--- src/rtl/icache_pkg.sv ---
// icache_pkg
// Shared definitions for the direct-mapped instruction cache:
//   - cache geometry (address width, line count, words per line) and the
//     field widths derived from it;
//   - FSM state encoding;
//   - address field extract helpers (word offset, line index, tag,
//     line-aligned address).
// The geometry is set here once so that the interface, the storage array
// and the controller always agree on the address split.
package icache_pkg;

  localparam int ADDR_W         = 32;
  localparam int NUM_LINES      = 4;
  localparam int WORDS_PER_LINE = 4;

  localparam int OFF    = $clog2(WORDS_PER_LINE);
  localparam int IDX    = $clog2(NUM_LINES);
  localparam int TAG_W  = ADDR_W - OFF - IDX - 2;
  localparam int LINE_W = 32 * WORDS_PER_LINE;

  typedef enum logic {
    ST_IDLE = 1'b0,
    ST_FILL = 1'b1
  } state_e;

  // Word offset inside the line; the byte offset addr[1:0] is dropped.
  function automatic logic [OFF-1:0] f_offset(input logic [ADDR_W-1:0] a);
    return a[OFF+1:2];
  endfunction

  function automatic logic [IDX-1:0] f_index(input logic [ADDR_W-1:0] a);
    return a[OFF+IDX+1:OFF+2];
  endfunction

  function automatic logic [TAG_W-1:0] f_tag(input logic [ADDR_W-1:0] a);
    return a[ADDR_W-1:OFF+IDX+2];
  endfunction

  // Address of the first byte of the line containing a.
  function automatic logic [ADDR_W-1:0] f_line_addr(input logic [ADDR_W-1:0] a);
    return {a[ADDR_W-1:OFF+2], {(OFF+2){1'b0}}};
  endfunction

endpackage

--- src/rtl/icache_if.sv ---
// icache_if
// Bundles the fetch-side and memory-side signals of the instruction cache.
//   rd_en     : fetch request valid this cycle        (pipeline -> cache)
//   addr      : fetch byte address (PC)               (pipeline -> cache)
//   instr     : fetched instruction                   (cache -> pipeline)
//   ic_stall  : fetch not satisfied this cycle        (cache -> pipeline)
//   mem_req   : line refill request                   (cache -> memory)
//   mem_addr  : line-aligned refill address           (cache -> memory)
//   mem_ack   : refill data valid this cycle          (memory -> cache)
//   mem_rdata : refill line, word 0 in the LSBs       (memory -> cache)
// Modport slave is the cache's view; master is the environment's view.
interface icache_if;
  import icache_pkg::*;

  logic              rd_en;
  logic [ADDR_W-1:0] addr;
  logic [31:0]       instr;
  logic              ic_stall;
  logic              mem_req;
  logic [ADDR_W-1:0] mem_addr;
  logic              mem_ack;
  logic [LINE_W-1:0] mem_rdata;

  modport slave (
    input  rd_en, addr, mem_ack, mem_rdata,
    output instr, ic_stall, mem_req, mem_addr
  );

  modport master (
    output rd_en, addr, mem_ack, mem_rdata,
    input  instr, ic_stall, mem_req, mem_addr
  );

endinterface

--- src/rtl/icache_array.sv ---
// icache_array
// Valid / tag / data storage for the direct-mapped cache.
//   i_clk, i_reset : clock and synchronous active-high reset
//   i_rd_idx       : combinational read index
//   o_rd_valid     : valid bit at i_rd_idx
//   o_rd_tag       : stored tag at i_rd_idx
//   o_rd_line      : stored data line at i_rd_idx
//   i_we           : write strobe (line, tag, and set valid)
//   i_wr_idx       : write index
//   i_wr_tag       : tag to store
//   i_wr_line      : data line to store
// Only the valid bits are reset; tag and data come up undefined and are
// never used before their valid bit is set. Reset beats a same-cycle write.
module icache_array
  import icache_pkg::*;
(
  input  logic              i_clk,
  input  logic              i_reset,
  input  logic [IDX-1:0]    i_rd_idx,
  output logic              o_rd_valid,
  output logic [TAG_W-1:0]  o_rd_tag,
  output logic [LINE_W-1:0] o_rd_line,
  input  logic              i_we,
  input  logic [IDX-1:0]    i_wr_idx,
  input  logic [TAG_W-1:0]  i_wr_tag,
  input  logic [LINE_W-1:0] i_wr_line
);

  logic [NUM_LINES-1:0] r_valid;
  logic [TAG_W-1:0]     r_tag  [NUM_LINES];
  logic [LINE_W-1:0]    r_data [NUM_LINES];

  // Valid bits: cleared on reset, set by a refill write.
  always_ff @(posedge i_clk) begin
    if (i_reset) begin
      r_valid <= '0;
    end else if (i_we) begin
      r_valid[i_wr_idx] <= 1'b1;
    end
  end

  // Tag and data storage: not reset, written only by a refill.
  always_ff @(posedge i_clk) begin
    if (!i_reset && i_we) begin
      r_tag[i_wr_idx]  <= i_wr_tag;
      r_data[i_wr_idx] <= i_wr_line;
    end
  end

  assign o_rd_valid = r_valid[i_rd_idx];
  assign o_rd_tag   = r_tag[i_rd_idx];
  assign o_rd_line  = r_data[i_rd_idx];

endmodule

--- src/rtl/icache_ctrl.sv ---
// icache_ctrl
// Direct-mapped instruction cache controller with a two-state refill FSM.
//   clk   : rising-edge clock
//   reset : synchronous, active-high; abandons any refill in progress
//   bus   : icache_if.slave
//           rd_en/addr in, instr/ic_stall out (fetch side),
//           mem_req/mem_addr out, mem_ack/mem_rdata in (refill side)
// Hits are served combinationally in the fetch cycle. A miss stalls the
// fetch, latches the line address, and waits in FILL for the first mem_ack,
// which writes the line. The PC is not looked at during FILL, so a redirect
// never aborts a refill; the IDLE lookup afterwards re-evaluates addr.
module icache_ctrl
  import icache_pkg::*;
(
  input  logic     clk,
  input  logic     reset,
  icache_if.slave  bus
);

  state_e            r_state;
  state_e            w_next_state;
  logic [ADDR_W-1:0] r_mem_addr;

  logic [OFF-1:0]    w_rd_off;
  logic [IDX-1:0]    w_rd_idx;
  logic [TAG_W-1:0]  w_rd_tag;
  logic              w_valid;
  logic [TAG_W-1:0]  w_tag;
  logic [LINE_W-1:0] w_line;
  logic              w_hit;
  logic              w_miss;
  logic [31:0]       w_word;
  logic              w_we;

  logic [31:0]       w_instr;
  logic              w_ic_stall;
  logic              w_mem_req;

  assign w_rd_off = f_offset(bus.addr);
  assign w_rd_idx = f_index(bus.addr);
  assign w_rd_tag = f_tag(bus.addr);

  assign w_hit  = bus.rd_en & w_valid & (w_tag == w_rd_tag);
  assign w_miss = bus.rd_en & ~w_hit;
  assign w_word = w_line[{w_rd_off, 5'd0} +: 32];

  // Only the first ack seen in FILL writes; reset suppresses it.
  assign w_we = (r_state == ST_FILL) & bus.mem_ack & ~reset;

  icache_array u_array (
    .i_clk      (clk),
    .i_reset    (reset),
    .i_rd_idx   (w_rd_idx),
    .o_rd_valid (w_valid),
    .o_rd_tag   (w_tag),
    .o_rd_line  (w_line),
    .i_we       (w_we),
    .i_wr_idx   (f_index(r_mem_addr)),
    .i_wr_tag   (f_tag(r_mem_addr)),
    .i_wr_line  (bus.mem_rdata)
  );

  // State register.
  always_ff @(posedge clk) begin
    if (reset) begin
      r_state <= ST_IDLE;
    end else begin
      r_state <= w_next_state;
    end
  end

  // Next-state logic.
  always_comb begin
    w_next_state = r_state;
    case (r_state)
      ST_IDLE: begin
        if (w_miss) begin
          w_next_state = ST_FILL;
        end else begin
          w_next_state = ST_IDLE;
        end
      end
      ST_FILL: begin
        if (bus.mem_ack) begin
          w_next_state = ST_IDLE;
        end else begin
          w_next_state = ST_FILL;
        end
      end
      default: w_next_state = ST_IDLE;
    endcase
  end

  // Refill address: captured on the IDLE miss edge, held through FILL.
  always_ff @(posedge clk) begin
    if (reset) begin
      r_mem_addr <= '0;
    end else if ((r_state == ST_IDLE) && w_miss) begin
      r_mem_addr <= f_line_addr(bus.addr);
    end
  end

  // Output decode; everything is forced quiet while reset is asserted.
  always_comb begin
    w_instr    = 32'h0;
    w_ic_stall = 1'b0;
    w_mem_req  = 1'b0;
    if (reset) begin
      w_instr    = 32'h0;
      w_ic_stall = 1'b0;
      w_mem_req  = 1'b0;
    end else begin
      case (r_state)
        ST_IDLE: begin
          if (w_hit) begin
            w_instr    = w_word;
            w_ic_stall = 1'b0;
          end else begin
            // rd_en low gives no stall; a real miss stalls with a NOP.
            w_instr    = 32'h0;
            w_ic_stall = bus.rd_en;
          end
        end
        ST_FILL: begin
          w_instr    = 32'h0;
          w_ic_stall = 1'b1;
          w_mem_req  = 1'b1;
        end
        default: begin
          w_instr    = 32'h0;
          w_ic_stall = 1'b0;
          w_mem_req  = 1'b0;
        end
      endcase
    end
  end

  assign bus.instr    = w_instr;
  assign bus.ic_stall = w_ic_stall;
  assign bus.mem_req  = w_mem_req;
  assign bus.mem_addr = r_mem_addr;

endmodule

--- src/flat_wrapper.sv ---
// flat-port wrapper written by rule: the top's interface ports become plain ports
module icache_ctrl_flat import icache_pkg::*;
  (clk, reset, bus_rd_en, bus_addr, bus_mem_ack, bus_mem_rdata, bus_instr, bus_ic_stall, bus_mem_req, bus_mem_addr);
  icache_if bus_i ();
  input  logic clk;
  input  logic reset;
  input wire logic [$bits(bus_i.rd_en)-1:0] bus_rd_en;
  input wire logic [$bits(bus_i.addr)-1:0] bus_addr;
  input wire logic [$bits(bus_i.mem_ack)-1:0] bus_mem_ack;
  input wire logic [$bits(bus_i.mem_rdata)-1:0] bus_mem_rdata;
  output wire logic [$bits(bus_i.instr)-1:0] bus_instr;
  output wire logic [$bits(bus_i.ic_stall)-1:0] bus_ic_stall;
  output wire logic [$bits(bus_i.mem_req)-1:0] bus_mem_req;
  output wire logic [$bits(bus_i.mem_addr)-1:0] bus_mem_addr;
  assign bus_i.rd_en = bus_rd_en;
  assign bus_i.addr = bus_addr;
  assign bus_i.mem_ack = bus_mem_ack;
  assign bus_i.mem_rdata = bus_mem_rdata;
  assign bus_instr = bus_i.instr;
  assign bus_ic_stall = bus_i.ic_stall;
  assign bus_mem_req = bus_i.mem_req;
  assign bus_mem_addr = bus_i.mem_addr;
  icache_ctrl u_core (.clk(clk), .reset(reset), .bus(bus_i));
endmodule
--- config.mk ---
export PLATFORM = sky130hd
export DESIGN_NAME = icache_ctrl_flat
export DESIGN_NICKNAME = d
export VERILOG_FILES = /design/src/rtl/icache_pkg.sv /design/src/rtl/icache_if.sv /design/src/rtl/icache_array.sv /design/src/rtl/icache_ctrl.sv /design/src/flat_wrapper.sv
export SDC_FILE = /design/constraint.sdc
export NUM_CORES = 1
export LEC_CHECK = 0
export BUFFER_PORTS_ARGS = -buffer_cell sky130_fd_sc_hd__buf_2
export CAP_MARGIN = 10
export CORE_ASPECT_RATIO = 1.75
export CORE_MARGIN = 3
export CORE_UTILIZATION = 50
export CTS_BUF_LIST = sky130_fd_sc_hd__clkbuf_2 sky130_fd_sc_hd__clkbuf_4 sky130_fd_sc_hd__clkbuf_8
export DETAILED_ROUTE_END_ITERATION = 16
export PLACE_DENSITY = 0.76
export SKIP_LAST_GASP = 1
export SLEW_MARGIN = 20
export SYNTH_ARGS = -nofsm -noshare
export SYNTH_HDL_FRONTEND = slang
export SYNTH_SLANG_ARGS = --single-unit
--- constraint.sdc ---
create_clock -name clk -period 16.55 [get_ports clk]
set_clock_uncertainty 0.2 [all_clocks]
set_input_delay 0 -clock clk [delete_from_list [all_inputs] [get_ports clk]]
set_output_delay 0 -clock clk [all_outputs]
set_load 0.01 [all_outputs]
==> Word-level counts from Yosys, hierarchy flattened <==
Memories as Yosys holds them, arrays and structs flattened.
Index checks and enable logic that the tools add are counted.
{ "classes": {"magnitude_cmp": 3, "n_eq_ne": 1, "shifts": 1, "muxes": 17, "n_bitwise": 9, "n_reduce_logical": 4} }
{ "op_table": {"columns": ["operator", "count"], "rows": [
  ["$shiftx A128 B8 Y32", 1],
  ["$mux W32", 2],
  ["$pmux W32 S2", 1],
  ["$eq A26 B26 Y1", 1],
  ["$mux W1", 10],
  ["$lt A2 B3 Y1 const B", 2],
  ["$and A1 B1 Y1", 5],
  ["$or A4 B4 Y4", 1],
  ["$pmux W1 S2", 2],
  ["$logic_and A1 B1 Y1", 3],
  ["$not A1 Y1", 3],
  ["$bmux W1 S2", 1],
  ["$demux W1 S2", 1],
  ["$ge A2 B1 Y1 const B", 1],
  ["$logic_not A1 Y1", 1]
]} }
{ "totals": {"regBits": 33, "ramBits": 616, "in_bits": 164, "mem_count": 2} }
{ "memory_table": {"columns": ["memory", "depth", "word_bits", "read_ports", "rd_ports_with_merged_regs", "write_ports", "line_no", "rtl"], "rows": [
  ["u_core.u_array.r_data", 4, 128, 1, 0, 1, "icache_array.sv:31", "logic [LINE_W-1:0] r_data [NUM_LINES];"],
  ["u_core.u_array.r_tag", 4, 26, 1, 0, 1, "icache_array.sv:30", "logic [TAG_W-1:0] r_tag [NUM_LINES];"]
]} }

==> Depth between registers and ports, before layout <==
{ "depth": {"depth_word": 8, "ltp_mapped": 13, "depth_no_buf": 7} }

==> Cells and area by module <==
A second synthesis with hierarchy kept.
{ "hier_totals": {"hier_cells": 1070, "area_unflattened_um2": 25029.0} }
{ "by_module_without_submodules": {"columns": ["mod", "n_inst", "cells_per_inst", "area_each_um2", "seq_area_each_um2"], "rows": [
  ["icache_array", 1, 824, 22407.7, 18577.8],
  ["icache_ctrl", 1, 246, 2621.3, 580.6]
]} }

==> Worst setup path after synthesis <==
No wires, ideal clock.
{ "synth_path": {"path_type": "reg2reg", "startpoint": "register u_core.r_mem_addr[5], in the netlist u_core.bus.mem_addr[5]", "endpoint": "memory u_core.u_array.r_data[2][0] in the netlist's numbering, enable pin", "setup_time_ps": 1102, "t_arrival_ps": 16317, "setup_slack_ps": -1069, "path_stages_with_launch": 2, "synth_period_minus_slack_ps": 17619, "cell_sequence": "dfxtp_1 -> nor4b_1"} }
{ "synth_lines": {"columns": ["element", "line_no", "rtl"], "rows": [
  ["from (decl)", "icache_ctrl.sv:22", "logic [ADDR_W-1:0] r_mem_addr;"],
  ["from (signal assigned)", "icache_ctrl.sv:99", "r_mem_addr <= f_line_addr(bus.addr);"],
  ["to (decl)", "icache_array.sv:31", null]
]} }
Straight into the memory's write port.

==> Worst setup path in the final report <==
{ "layout_path": {"startpoint": "input port bus_addr[4]", "endpoint": "output port bus_instr[11]"} }
{ "layout_between": {"elab_chain_len": 7, "word_cells_on_any_way": 11, "classes_between": "eq/ne: 1; shift: 1; mux: 5; bitwise: 2; memory: 2"} }
{ "layout_rtl": {"columns": ["element", "line_no", "rtl"], "rows": [
  ["from (decl)", "flat_wrapper.sv:8", "input wire logic [$bits(bus_i.addr)-1:0] bus_addr;"],
  ["branches (longest 4 deep; another with $mem_v2 Z4 W128)", null, null],
  ["$mux W32 *", "icache_ctrl.sv:115", "if (w_hit) begin"],
  ["$pmux W32 S2 *", "icache_ctrl.sv:113", "case (r_state)"],
  ["$mux W32 *", "icache_ctrl.sv:108", "if (reset) begin"],
  ["to (decl)", "flat_wrapper.sv:11", "output wire logic [$bits(bus_i.instr)-1:0] bus_instr;"]
]} }
Mark *: on every way between the ends. The select of a mux whose other input is x is not followed.

==> impl_metrics.csv <==
group,metric,value,unit
run_status,status,"completed",
clock_network,cts_buffer_depth,3,
place,place_ws,11.66,ns
cells_and_area,layoutNonFillerInstCount,2482,
floorplan,die_w,176.0,µm
route,dr_total_vias,13550,
timing,hold_viol,0,
timing,layout_setup_ws,11.44,ns
route,firstDrtPassIters,5,
clock_network,cts_tree,"done",
critical_path,worstPathCellList,"dlygate4sd3_1 > buf_8 > buf_4 > inv_1 > mux2_2 > a2111oi_1 > nand4bb_1 > or4_4 > nor2b_1 > buf_2",
cells_and_area,finish.utilization,64.88,%
synthesis,ys_ff_latch,649,
synthesis,synthFlopType,"edfxtp_1",
power_and_ir_drop,power_leakage,11.12,nW
critical_path,slowest_stage,"buf_4",
floorplan,io_pins,230,
clock_network,root_buffer,"clkbuf_8",
timing,tightest_slew,1.134,ns
place,placed_area,27040,µm²
route,vias_per_cell,5.459,
floorplan,die_area,53430,µm²
clock_network,clk_latency,0.65,ns
cells_and_area,final.fill_count,3178,
clock_network,cts_max_level,3,
critical_path,crit_type,"primary input to output pin",
hold_path,hold_path_class,"primary input to flop",
global_route,grt.overflow.total,0,
global_route,first_global_vias,15218,
power_and_ir_drop,power-per-cell-area,103.2,nW/µm²
floorplan,dieHeight,303.5,µm
timing,post-route-period-util,30.88,%
global_route,grt_pass1_wl,86210,µm
synthesis,seq_area_frac_synth,75.74,%
timing,fmax,195.7,MHz
critical_path,worstSetupEndpointType,"output pin",
clock_network,clk_pin_slew,0.07,ns
synthesis,ys_types,48,
synthesis,yosys_warnings,0,
cells_and_area,layout-drive-gt1-share,30.78,%
critical_path,worstPathRequired,16.35,ns
global_route,grt_max_degree,156,
run,cap_violations,0,
synthesis,syn-instance-count,1136,
clock_network,cts_sinks,649,
critical_path,setup.worst_path.start_class,"primary input",
place,dp_cells,1972,
timing,report.final.slew_viol_count,0,
place,place_congestion,0.8097,
timing,slew_headroom,24.39,%
route,drt-total-wl,55690,µm
synthesis,async_flop_share,0,%
synthesis,avgSynthCellArea,22.27,µm²
timing,setup_tns,0,ns
power_and_ir_drop,ir_worst_vdd,0.09263,mV
critical_path,critical-path-max-stage-delay,0.89,ns
critical_path,arrival,4.91,ns
route,wl_per_cell,22.44,µm
cells_and_area,area_growth,27.89,%
synthesis,syn_area,25290,µm²
place,dp_hpwl,27860,µm
route,drtIter0Drc,857,
place,port_buffers,223,
floorplan,start_util,50.73,%
floorplan,rows,108,
timing,min_period,5.111,ns
synthesis,synth_edf_count,616,
clock_network,cts_buffers,91,
route,ant_nets,0,
global_route,antenna_found_initial,7,
timing,setup_viol,0,
critical_path,path_max_fanout,60,
global_route,grt_usage,21.13,%
cells_and_area,fin_area,32350,µm²
cells_and_area,final_common_cell,"edfxtp_1",
floorplan,fp.coreArea,49860,µm²
timing,rsz0062_at_grt,"false",
route,remaining_drc_errors,0,
cells_and_area,nets,1909,
cells_and_area,final_cell_mix,"616 x edfxtp_1, 340 x dlygate4sd3_1, 221 x buf_2",
## synthesized netlist by cell type, drive strengths merged, types with 4 or more instances
| library cell | count | share of area, % |
|---|---|---|
| clkbuf | 28 | 0.42 |
| nor2 | 17 | 0.25 |
| dfxtp | 33 | 2.6 |
| xor2 | 6 | 0.21 |
| xnor2 | 13 | 0.45 |
| nand2 | 4 | 0.059 |
| mux2i | 62 | 2.5 |
| buf | 33 | 1.1 |
| a211oi | 4 | 0.14 |
| nand2b | 59 | 1.5 |
| inv | 7 | 0.10 |
| nor2b | 31 | 0.77 |
| mux4 | 173 | 15 |
| edfxtp | 616 | 73 |
| o21ai | 5 | 0.099 |
| nor4 | 4 | 0.099 |
| a21oi | 7 | 0.14 |
## critical path, delay by kind of cell
kind / cells / cell delay [ns]
mux: 1 / 0.39
buf+inv: 5 / 2.53
compound gates: 1 / 0.55
simple gates: 3 / 1.36
## final timing paths
path | cells after the start | startpoint | endpoint | slack [ns]
hold reg to reg | 2 | u_core.u_array.r_valid[0]$_SDFFE_PP0P_ | u_core.u_array.r_valid[0]$_SDFFE_PP0P_ | 0.27
setup reg to reg | 5 | u_core.r_state$_SDFF_PP0_ | u_core.u_array.r_data[3][31]$_DFFE_PP_ | 12.70
hold / removal | 3 | bus_addr[5] | u_core.bus.mem_addr[5]$_SDFFE_PP0P_ | 0.02
setup / recovery | 10 | bus_addr[4] | bus_instr[11] | 11.44
## metrics by stage
| stage | hold WS, ns | power (mW) |
|---|---|---|
| 6_report | 0.01574 | 3.339 |
| 5_1_grt | 0.05198 | 3.462 |
| 4_1_cts | 0.007577 | 3.364 |
| 3_5_place_dp | 0.01585 | 2.034 |
| 3_3_place_gp | 0.009368 | 2.027 |
| 2_1_floorplan | -0.1011 | 1.974 |
## where the power goes
| group | switching, mW | leakage (nW) | total (mW) | internal [mW] |
|---|---|---|---|---|
| sequential | 0.0107 | 5.78 | 1.83 | 1.82 |
| combinational | 0.102 | 4.34 | 0.238 | 0.136 |
| clock | 0.581 | 1.00 | 1.27 | 0.691 |
| total | 0.694 | 11.1 | 3.34 | 2.64 |
## kinds of logic after synthesis
logic type / share of synthesized area [%]
buffers and inverters: 1.613
AND/OR/NAND/NOR: 3.037
XOR/XNOR: 0.6579
AO/OA/AOI/OAI: 0.9745
other: 0.01483
multiplexers: 17.96
flip-flops: 75.74
## per-layer routing
| metal | GRT usage (%) | share of wire [%] |
|---|---|---|
| met1 | 24.65 | 38 |
| met2 | 38.13 | 54 |
| met3 | 4.182 | 4.8 |
| met4 | 8.756 | 3.4 |
| met5 | 0 | 0 |
## area by class of cell
type | count | area [µm²] | share of cell area, %
Timing Repair Buffer | 574 | 4658 | 14.40
Tap cell | 660 | 825.8 | 2.553
Inverter | 7 | 26.28 | 0.08122
Multi-Input combinational cell | 422 | 5773 | 17.85
Clock buffer | 124 | 1550 | 4.792
Clock inverter | 40 | 342.8 | 1.060
Antenna cell | 6 | 15.01 | 0.04641
Sequential cell | 649 | 19160 | 59.22
## timing repair
| action | CTS | global route |
|---|---|---|
| buffers inserted | 0 | 0 |
| gates resized for setup | 0 | 0 |
| endpoints found under the hold margin | 545 | 0 |
| hold buffers | 340 | 0 |
## flip-flops by register name, indices dropped and copies added, names as in the netlist
name                    cells
u_core.bus.mem_addr        28
u_core.u_array.r_valid      4
u_core.u_array.r_tag      104
u_core.r_state              1
u_core.u_array.r_data     512
Note: power is estimated with default switching activity, not from simulation.
